### src/rtl/xadc_temp_pkg.sv
// Shared constants and types for the XADC temperature monitor.
// Register map, code-to-degree conversion and FSM states.
package xadc_temp_pkg;

  localparam int REG_TEMP   = 0;
  localparam int REG_MIN    = 1;
  localparam int REG_MAX    = 2;
  localparam int REG_THRESH = 3;
  localparam int REG_HYST   = 4;
  localparam int REG_STATUS = 5;
  localparam int REG_CTRL   = 6;

  localparam logic [11:0] CODE_OFFSET = 12'd2226;
  localparam int          CONV_SHIFT  = 3;

  localparam logic [7:0] THRESH_RST = 8'd85;
  localparam logic [7:0] HYST_RST   = 8'd5;

  typedef enum logic {
    empty_e,
    run_e
  } state_t;

  // Codes below the offset are clamped to 0 degrees.
  function automatic logic [7:0] code_to_temp(
    input logic [11:0] avg
  );
    logic [11:0] diff;
    if (avg < CODE_OFFSET) begin
      return 8'd0;
    end
    diff = (avg - CODE_OFFSET) >> CONV_SHIFT;
    return diff[7:0];
  endfunction

endpackage

### src/rtl/xadc_avg_buffer.sv
// Power-of-two moving average over raw XADC codes.
// First sample primes every slot so the average starts settled.
module xadc_avg_buffer
  import xadc_temp_pkg::*;
#(
  parameter int AvgLog2 = 3
) (
  input  logic        clk,
  input  logic        rst,
  input  logic        sample_valid,
  input  logic [11:0] sample_code,
  output logic        avg_valid,
  output logic [11:0] avg
);

  localparam int Depth = 1 << AvgLog2;
  localparam int SumW  = 12 + AvgLog2;

  state_t state_q;
  state_t state_d;
  logic   prime;
  logic   shift;

  logic [11:0]        mem_q [Depth];
  logic [AvgLog2-1:0] ptr_q;
  logic [SumW-1:0]    sum_q;

  always_ff @(posedge clk or posedge rst) begin
    if (rst) begin
      state_q <= empty_e;
    end else begin
      state_q <= state_d;
    end
  end

  always_comb begin
    state_d = state_q;
    unique case (state_q)
      empty_e: if (sample_valid) state_d = run_e;
      run_e:   state_d = run_e;
      default: state_d = empty_e;
    endcase
  end

  always_comb begin
    prime = 1'b0;
    shift = 1'b0;
    unique case (state_q)
      empty_e: prime = sample_valid;
      run_e:   shift = sample_valid;
      default: ;
    endcase
  end

  always_ff @(posedge clk or posedge rst) begin
    if (rst) begin
      for (int i = 0; i < Depth; i++) begin
        mem_q[i] <= '0;
      end
      ptr_q     <= '0;
      sum_q     <= '0;
      avg_valid <= 1'b0;
    end else begin
      avg_valid <= sample_valid;
      if (prime) begin
        for (int i = 0; i < Depth; i++) begin
          mem_q[i] <= sample_code;
        end
        sum_q <= SumW'(sample_code) << AvgLog2;
      end else if (shift) begin
        mem_q[ptr_q] <= sample_code;
        sum_q <= sum_q + SumW'(sample_code)
               - SumW'(mem_q[ptr_q]);
        ptr_q <= ptr_q + AvgLog2'(1);
      end
    end
  end

  assign avg = sum_q[SumW-1 -: 12];

endmodule

### src/rtl/xadc_temp_monitor.sv
// XADC temperature monitor: averaging, conversion, min/max,
// hysteretic over-temperature alarm and 8-bit register bus.
module xadc_temp_monitor
  import xadc_temp_pkg::*;
#(
  parameter int BaseAddress   = 0,
  parameter int address_width = 16,
  parameter int data_width    = 8,
  parameter int AvgLog2       = 3
) (
  input  logic                     clk_i,
  input  logic                     reset_i,
  input  logic                     sample_valid_i,
  input  logic [11:0]              sample_code_i,
  input  logic [address_width-1:0] address_i,
  input  logic [data_width-1:0]    data_i,
  input  logic                     rd_wr_i,
  output logic [data_width-1:0]    data_o,
  output logic                     alarm_o
);

  logic        avg_valid;
  logic [11:0] avg;

  xadc_avg_buffer #(
    .AvgLog2(AvgLog2)
  ) u_avg (
    .clk         (clk_i),
    .rst         (reset_i),
    .sample_valid(sample_valid_i),
    .sample_code (sample_code_i),
    .avg_valid   (avg_valid),
    .avg         (avg)
  );

  logic [address_width-1:0] offs;
  logic [7:0] wdata;
  logic [7:0] temp_next;
  logic [7:0] lower;
  logic [7:0] rd_mux;
  logic [7:0] temp_q, min_q, max_q;
  logic [7:0] thresh_q, hyst_q;
  logic valid_q, loaded_q, upd_q;
  logic alarm_q, sticky_q;
  logic alarm_set, alarm_clr;
  logic thresh_wr, hyst_wr;
  logic status_wr, ctrl_wr;

  assign offs  = address_i - address_width'(BaseAddress);
  assign wdata = 8'(data_i);

  assign thresh_wr = rd_wr_i && offs == address_width'(REG_THRESH);
  assign hyst_wr   = rd_wr_i && offs == address_width'(REG_HYST);
  assign status_wr = rd_wr_i && offs == address_width'(REG_STATUS);
  assign ctrl_wr   = rd_wr_i && offs == address_width'(REG_CTRL);

  assign temp_next = code_to_temp(avg);
  assign lower     = (hyst_q > thresh_q) ? 8'd0 : thresh_q - hyst_q;
  assign alarm_set = upd_q && temp_q >= thresh_q;
  assign alarm_clr = upd_q && temp_q < lower;

  // A CTRL write coincident with an update reloads from the new TEMP.
  always_ff @(posedge clk_i or posedge reset_i) begin
    if (reset_i) begin
      temp_q   <= '0;
      min_q    <= '0;
      max_q    <= '0;
      valid_q  <= 1'b0;
      loaded_q <= 1'b0;
      upd_q    <= 1'b0;
    end else begin
      upd_q <= avg_valid;
      if (avg_valid) begin
        temp_q   <= temp_next;
        valid_q  <= 1'b1;
        loaded_q <= 1'b1;
        if (!loaded_q || ctrl_wr) begin
          min_q <= temp_next;
          max_q <= temp_next;
        end else begin
          if (temp_next < min_q) min_q <= temp_next;
          if (temp_next > max_q) max_q <= temp_next;
        end
      end else if (ctrl_wr) begin
        min_q    <= '0;
        max_q    <= '0;
        loaded_q <= 1'b0;
      end
    end
  end

  always_ff @(posedge clk_i or posedge reset_i) begin
    if (reset_i) begin
      thresh_q <= THRESH_RST;
      hyst_q   <= HYST_RST;
      alarm_q  <= 1'b0;
      sticky_q <= 1'b0;
    end else begin
      if (thresh_wr) thresh_q <= wdata;
      if (hyst_wr)   hyst_q   <= wdata;
      if (alarm_set) begin
        alarm_q <= 1'b1;
      end else if (alarm_clr) begin
        alarm_q <= 1'b0;
      end
      sticky_q <= alarm_set
                | (sticky_q & ~(status_wr & wdata[2]));
    end
  end

  always_comb begin
    rd_mux = '0;
    unique case (1'b1)
      (offs == address_width'(REG_TEMP)):   rd_mux = temp_q;
      (offs == address_width'(REG_MIN)):    rd_mux = min_q;
      (offs == address_width'(REG_MAX)):    rd_mux = max_q;
      (offs == address_width'(REG_THRESH)): rd_mux = thresh_q;
      (offs == address_width'(REG_HYST)):   rd_mux = hyst_q;
      (offs == address_width'(REG_STATUS)):
        rd_mux = {5'd0, sticky_q, valid_q, alarm_q};
      default: rd_mux = '0;
    endcase
  end

  always_ff @(posedge clk_i or posedge reset_i) begin
    if (reset_i) begin
      data_o <= '0;
    end else if (!rd_wr_i) begin
      data_o <= data_width'(rd_mux);
    end
  end

  assign alarm_o = alarm_q;

endmodule
### config.mk
export PLATFORM = sky130hd
export DESIGN_NAME = xadc_temp_monitor
export DESIGN_NICKNAME = d
export VERILOG_FILES = /design/src/rtl/xadc_temp_pkg.sv /design/src/rtl/xadc_avg_buffer.sv /design/src/rtl/xadc_temp_monitor.sv
export SDC_FILE = /design/constraint.sdc
export NUM_CORES = 1
export LEC_CHECK = 0
export CORE_MARGIN = 5
export CORE_UTILIZATION = 38
export DETAILED_ROUTE_END_ITERATION = 12
export PLACE_DENSITY = 0.58
export SYNTH_ARGS = -nofsm -noshare
export SYNTH_HDL_FRONTEND = slang
export SYNTH_SLANG_ARGS = --single-unit
export TNS_END_PERCENT = 20
### constraint.sdc
create_clock -name clk_i -period 6.5 [get_ports clk_i]
set_clock_uncertainty 0.05 [all_clocks]
set_input_delay 1.3 -clock clk_i [delete_from_list [all_inputs] [get_ports clk_i]]
set_output_delay 1.3 -clock clk_i [all_outputs]
set_load 0.01 [all_outputs]
==> impl_metrics.toml, run 1 <==
[cts]
insertion_delay_ps = 440
post_cts_buffers = 0
cts.htree.levels = 4
cts_root_buf = "clkbuf_16"
cts_tree = "built"
cts_inserted_buffers = 17
cts_hold_buf = 0
path_clk_slew_ps = 70
cts_resized = 0
clockBufferDepth = 2
cts.sinks = 169

[final_layout]
multi_input_area_um2 = 4980
drive_gt1_share_pct = 13.9
final_util_pct = 44.4
ff_latch_area_um2 = 4240
fillers = 2446
antenna_cells = 0
fin_nets = 1124
fin_cells = 1358
area_growth_pct = 14.9

[synth]
ys_seq_area_share_pct = 43.5
ys_ff_latch = 169
netlist_instances = 974
yosysWarnings = 0
synth_cell_type_count = 67
syn_area_per_cell_um2 = 10.0
synth_flop_cell = "dfrtp_1"
async_flop_share_pct = 100
syn_nets = 1083
synth_edf_count = 0
syn-cell-area_um2 = 9740

[setup_path]
slowest_delay_ps = 770
critical_path_buf_inv_count = 2
r2r_slack_ps = 1940
endpoint_kind = "flop"
r2r_end = "u_avg.sum_q[12]$_DFFE_PP0P_"
arrival_ps = 4800
required_ps = 6740
rr_startpoint = "u_avg.ptr_q[0]$_DFFE_PP0P_"
worstSetupEndpoint = "u_avg.sum_q[12]$_DFFE_PP0P_"
path_class = "reg -> reg"
path_max_fanout = 24
path_cells = "inv_1 -> and3_1 -> a22oi_1 -> nand3_1 -> ha_1 -> inv_1 -> ha_1 -> fa_1 -> a211oi_1 -> o21ai_0 -> a311oi_1 -> o21ai_0 -> xnor2_1 -> o221ai_1"
crit_family = "compound AO/OA/AOI/OAI gates"
critPathSlowestCell = "dfrtp_2"
worstSetupStartpointType = "flop"
reg2reg_depth = 14
startpoint = "u_avg.ptr_q[0]$_DFFE_PP0P_"
worst-path-stages = 14

[global_routing]
antenna_found_initial = 0
grt_usage_pct = 17.5
grt_pass1_vias = 7326
overflow = 0
grt_max_degree = 97
grt_pass1_wl_mm = 40.1

[drt]
firstDrtPassIters = 5
drc = 0
wl_per_cell_um = 18.1
ant_nets = 0
via_per_inst = 5.25
routed_wl_mm = 24.5
vias = 7131
drtIter0Drc = 412

[timing]
setup_viol = 0
finalCritPeriodShare_pct = 70.1
rsz0062_at_grt = "no"
hold_viol = 0
tns_ps = 0
slew_viol_final = 0
max_slew_margin_pct = 37.5
worstMarginPinSlew_ps = 936
fin_crit_ps = 4560
fmax_mhz = 219
fin_ws_ps = 1940

[pwr]
seq_power_share_pct = 27.7
sw_frac_of_total_pct = 43.1
power_leakage_nw = 5.04
switching_power_mw = 2.74
p_int_mw = 3.62
clock_power_share_pct = 16.5
power_mw = 6.36
vdd_ir_drop_max_v = 0.000310
comb_power_share_pct = 55.8
power_per_cell_area_nw_per_um2 = 568

[floorplan]
pin_count = 49
core-area_um2 = 25200
start_util_pct = 38.7
row_count = 58
die_h_um = 170
die_x_um = 170
die_area_um2 = 28900

[hold_path]
hold_class = "reg -> reg"

[outcome]
status = "finished clean"

[placement]
hpwl_mm = 17.8
dp.cells = 1326
pre_cts_ws_ps = 1610
place_congestion = 0.854
port-buffer-count = 48

[job]
cap_violations = 0
==> cells in the mapped netlist, types with 14 or more instances <==
| master | number | area share (%) |
|---|---|---|
| a21o_1 | 17 | 1.3 |
| a21oi_1 | 37 | 1.9 |
| a22oi_1 | 17 | 1.3 |
| clkbuf_1 | 31 | 1.2 |
| dfrtp_1 | 163 | 42 |
| ha_1 | 56 | 7.2 |
| inv_1 | 95 | 3.7 |
| mux2_2 | 69 | 8.0 |
| mux2i_1 | 19 | 2.0 |
| nand2_1 | 103 | 4.0 |
| nand3_1 | 22 | 1.1 |
| nor2_1 | 43 | 1.7 |
| nor2b_1 | 14 | 0.90 |
| o21ai_0 | 102 | 5.2 |
| xnor2_1 | 18 | 1.6 |
==> logic make-up (layout without fill, tap and decap cells) <==
group,count (synthesis),after routing,synth area share [%]
fa+ha+maj,69,69,9.87
xor+xnor,21,21,1.89
buf+inv,133,187,5.29
mux,96,96,11.7
simple gates,233,233,11.3
flops,169,169,43.5
compound gates,253,253,16.4
==> state kept, by name (all words and copies together), names as in the netlist <==
register	count
alarm_o	1
data_o	8
hyst_q	8
loaded_q	1
max_q	8
min_q	8
sticky_q	1
temp_q	8
thresh_q	8
u_avg.avg_valid	1
u_avg.mem_q	96
u_avg.ptr_q	3
u_avg.state_q	1
u_avg.sum_q	15
upd_q	1
valid_q	1
==> worst min-delay path by stage <==
stage	start	to	depth (start not counted)
finish	valid_q$_DFFE_PP0P_	valid_q$_DFFE_PP0P_	1
global route	valid_q$_DFFE_PP0P_	valid_q$_DFFE_PP0P_	1
CTS	valid_q$_DFFE_PP0P_	valid_q$_DFFE_PP0P_	1
detailed placement	valid_q$_DFFE_PP0P_	valid_q$_DFFE_PP0P_	1
global placement	valid_q$_DFFE_PP0P_	valid_q$_DFFE_PP0P_	1
floorplan	u_avg.avg_valid$_DFF_PP0_	upd_q$_DFF_PP0_	0
==> area by class of cell <==
type / instances / area share [%]
Multi-Input combinational cell: 672 / 44.5
Clock buffer: 17 / 3.80
Clock inverter: 15 / 1.76
Sequential cell: 169 / 37.9
Timing Repair Buffer: 60 / 5.10
Tap cell: 330 / 3.69
Inverter: 95 / 3.23
==> routing by layer <==
metal	vias up	GRT usage, %	routed length (um)
met3	28	3.16	992
met2	139	28.8	11600
met4	0	5.38	515
met5	-	0	0
li1	3505	-	-
met1	3459	23.7	11400
==> power groups by stage <==
stage / registers, mW / logic (mW) / clock network [mW]
final: 1.76 / 3.55 / 1.05
after global routing: 1.81 / 4.01 / 1.11
after CTS: 1.76 / 3.57 / 1.07
after detailed placement: 1.78 / 3.55 / 0
after global placement: 1.77 / 3.49 / 0
after floorplan: 1.65 / 2.82 / 0
==> per-stage QoR <==
stage          hold WS [ps]  area [um^2]
2_1_floorplan           383         9740
3_3_place_gp            403        10600
3_5_place_dp            411        10600
4_1_cts                 427        11200
5_1_grt                 437        11200
6_report                423        11200
==> cells in the final DEF, fill, tap and decap left out, drive strengths merged, types with 14 or more instances in the layout <==
cell,Yosys,final
inv,95,103
nor2b,14,14
dfrtp,163,163
clkbuf,31,17
a21oi,39,39
nor2,43,43
mux2i,19,19
xnor2,18,18
nand2,103,103
a22oi,17,17
nand3,23,23
a21o,17,17
mux2,70,70
ha,56,56
o21ai,109,109
clkdlybuf4s50,0,48
No activity file was read; power rests on OpenSTA's default activity.
==> run 2, diff against run 1 <==
Clock period 6.5 ns to 4.5 ns, I/O delays scaled along.
==> impl_metrics.toml, run 2 (synthesized netlist as in run 1, its figures left out) <==
[outcome]
status = "finished clean"

[setup_path]
worstSetupStartpointType = "flop"
slowest_delay_ps = 780
critPathSlowestCell = "nor3_1"
r2r_end = "u_avg.sum_q[14]$_DFFE_PP0P_"
path_class = "reg -> reg"
path_cells = "inv_1 -> nor3_1 -> a22oi_1 -> nand3_1 -> ha_1 -> inv_1 -> ha_1 -> fa_1 -> a211oi_1 -> o21ai_0 -> a311oi_1 -> buf_4 -> o21ai_0 -> xnor2_1 -> o221ai_1"
rr_startpoint = "u_avg.ptr_q[2]$_DFFE_PP0P_"
required_ps = 4740
r2r_slack_ps = 410
crit_family = "compound AO/OA/AOI/OAI gates"
arrival_ps = 4330
critical_path_buf_inv_count = 3
path_max_fanout = 6
reg2reg_depth = 15
endpoint_kind = "flop"

[drt]
routed_wl_mm = 25.1
drtIter0Drc = 356
ant_nets = 0
drc = 0
wl_per_cell_um = 18.3
vias = 7260
via_per_inst = 5.31
firstDrtPassIters = 7

[final_layout]
drive_gt1_share_pct = 14.7
fin_nets = 1134
largest_reg_flops = 96
antenna_cells = 0
fillers = 2414
reg.largest.list = "u_avg.mem_q x96, u_avg.sum_q x15"
final_cell_mix = "162 x dfrtp_1, 103 x nand2_1, 100 x o21ai_0, 94 x inv_1, 69 x mux2_2"
area_growth_pct = 15.9
final_common_cell = "dfrtp_1"
largest_register = "u_avg.mem_q"

[cts]
clockBufferDepth = 2
cts_resized = 0
cts_inserted_buffers = 17
cts.sinks = 169
insertion_delay_ps = 440
cts_hold_buf = 0
cts.htree.levels = 4
path_clk_slew_ps = 80
cts_root_buf = "clkbuf_16"
post_cts_buffers = 0
cts_tree = "built"

[timing]
tns_ps = 0
fmax_mhz = 245
fin_ws_ps = 414
hold_viol = 0
rsz0062_at_grt = "no"
finalCritPeriodShare_pct = 90.8
fin_crit_ps = 4090
setup_viol = 0
slew_viol_final = 0
max_slew_margin_pct = 30.6
worstMarginPinSlew_ps = 1040

[hold_path]
hold_end = "u_avg.mem_q[68]$_DFFE_PP0P_"
hold_class = "reg -> reg"
hp-start = "u_avg.mem_q[68]$_DFFE_PP0P_"
hold_depth = 2

[placement]
place_congestion = 0.892
hpwl_mm = 18.3
port-buffer-count = 48
pre_cts_ws_ps = 248

[global_routing]
grt_usage_pct = 18.0
overflow = 0
grt_pass1_wl_mm = 41.0
grt_pass1_vias = 7501
grt_max_degree = 59
antenna_found_initial = 0

[pwr]
power_mw = 9.23
power_per_cell_area_nw_per_um2 = 818
vdd_ir_drop_max_v = 0.000511
power_leakage_nw = 5.09

[floorplan]
die_x_um = 170
die_area_um2 = 28900
start_util_pct = 38.7
core-area_um2 = 25200
pin_count = 49
row_count = 58
die_h_um = 170

[job]
cap_violations = 0
[run 2: metrics by stage]
step | cell area [um^2] | cells | util (%) | hold slack [ps]
5_1_grt | 11300 | 1368 | 44.8 | 442
3_5_place_dp | 10700 | 1336 | 42.4 | 409
4_1_cts | 11300 | 1368 | 44.8 | 435
2_1_floorplan | 9740 | 974 | - | 383
6_report | 11300 | 1368 | 44.8 | 430
3_3_place_gp | 10700 | 1336 | 42.4 | 404
[run 2: how the worst max path moves through the flow]
| stage | startpoint | endpoint | depth (start not counted) |
|---|---|---|---|
| detailed placement | sample_code_i[1] | u_avg.sum_q[14]$_DFFE_PP0P_ | 12 |
| CTS | u_avg.ptr_q[1]$_DFFE_PP0P_ | u_avg.sum_q[14]$_DFFE_PP0P_ | 14 |
| finish | u_avg.ptr_q[2]$_DFFE_PP0P_ | u_avg.sum_q[14]$_DFFE_PP0P_ | 15 |
| global placement | sample_code_i[1] | u_avg.sum_q[14]$_DFFE_PP0P_ | 12 |
| floorplan | u_avg.ptr_q[0]$_DFFE_PP0P_ | u_avg.sum_q[14]$_DFFE_PP0P_ | 13 |
| global route | u_avg.ptr_q[2]$_DFFE_PP0P_ | u_avg.sum_q[14]$_DFFE_PP0P_ | 15 |
[run 2: layout make-up]
cell class / count / area (um^2) / area share, %
Clock buffer: 17 / 425 / 3.77
Timing Repair Buffer: 70 / 683 / 6.05
Clock inverter: 15 / 180 / 1.60
Sequential cell: 169 / 4240 / 37.6
Inverter: 95 / 360 / 3.19
Multi-Input combinational cell: 672 / 4980 / 44.2
Tap cell: 330 / 413 / 3.66
[run 2: tightest hold or removal path: stages (launching register included)]
cell     delay [ps]
dfrtp_1         340
nand2_1          40
o21ai_0          60
[run 2: power breakdown]
part | internal, mW | switching (mW)
registers | 2.11 | 0.411
logic | 2.41 | 2.81
clock network | 0.752 | 0.736
[run 2: layer usage]
| layer | part of all wire (%) | track usage, % | vias to the layer above |
|---|---|---|---|
| li1 | - | - | 3535 |
| met1 | 45 | 23.8 | 3533 |
| met2 | 48 | 30.3 | 148 |
| met3 | 3.8 | 2.67 | 44 |
| met4 | 2.6 | 5.87 | 0 |
| met5 | 0 | 0 | - |
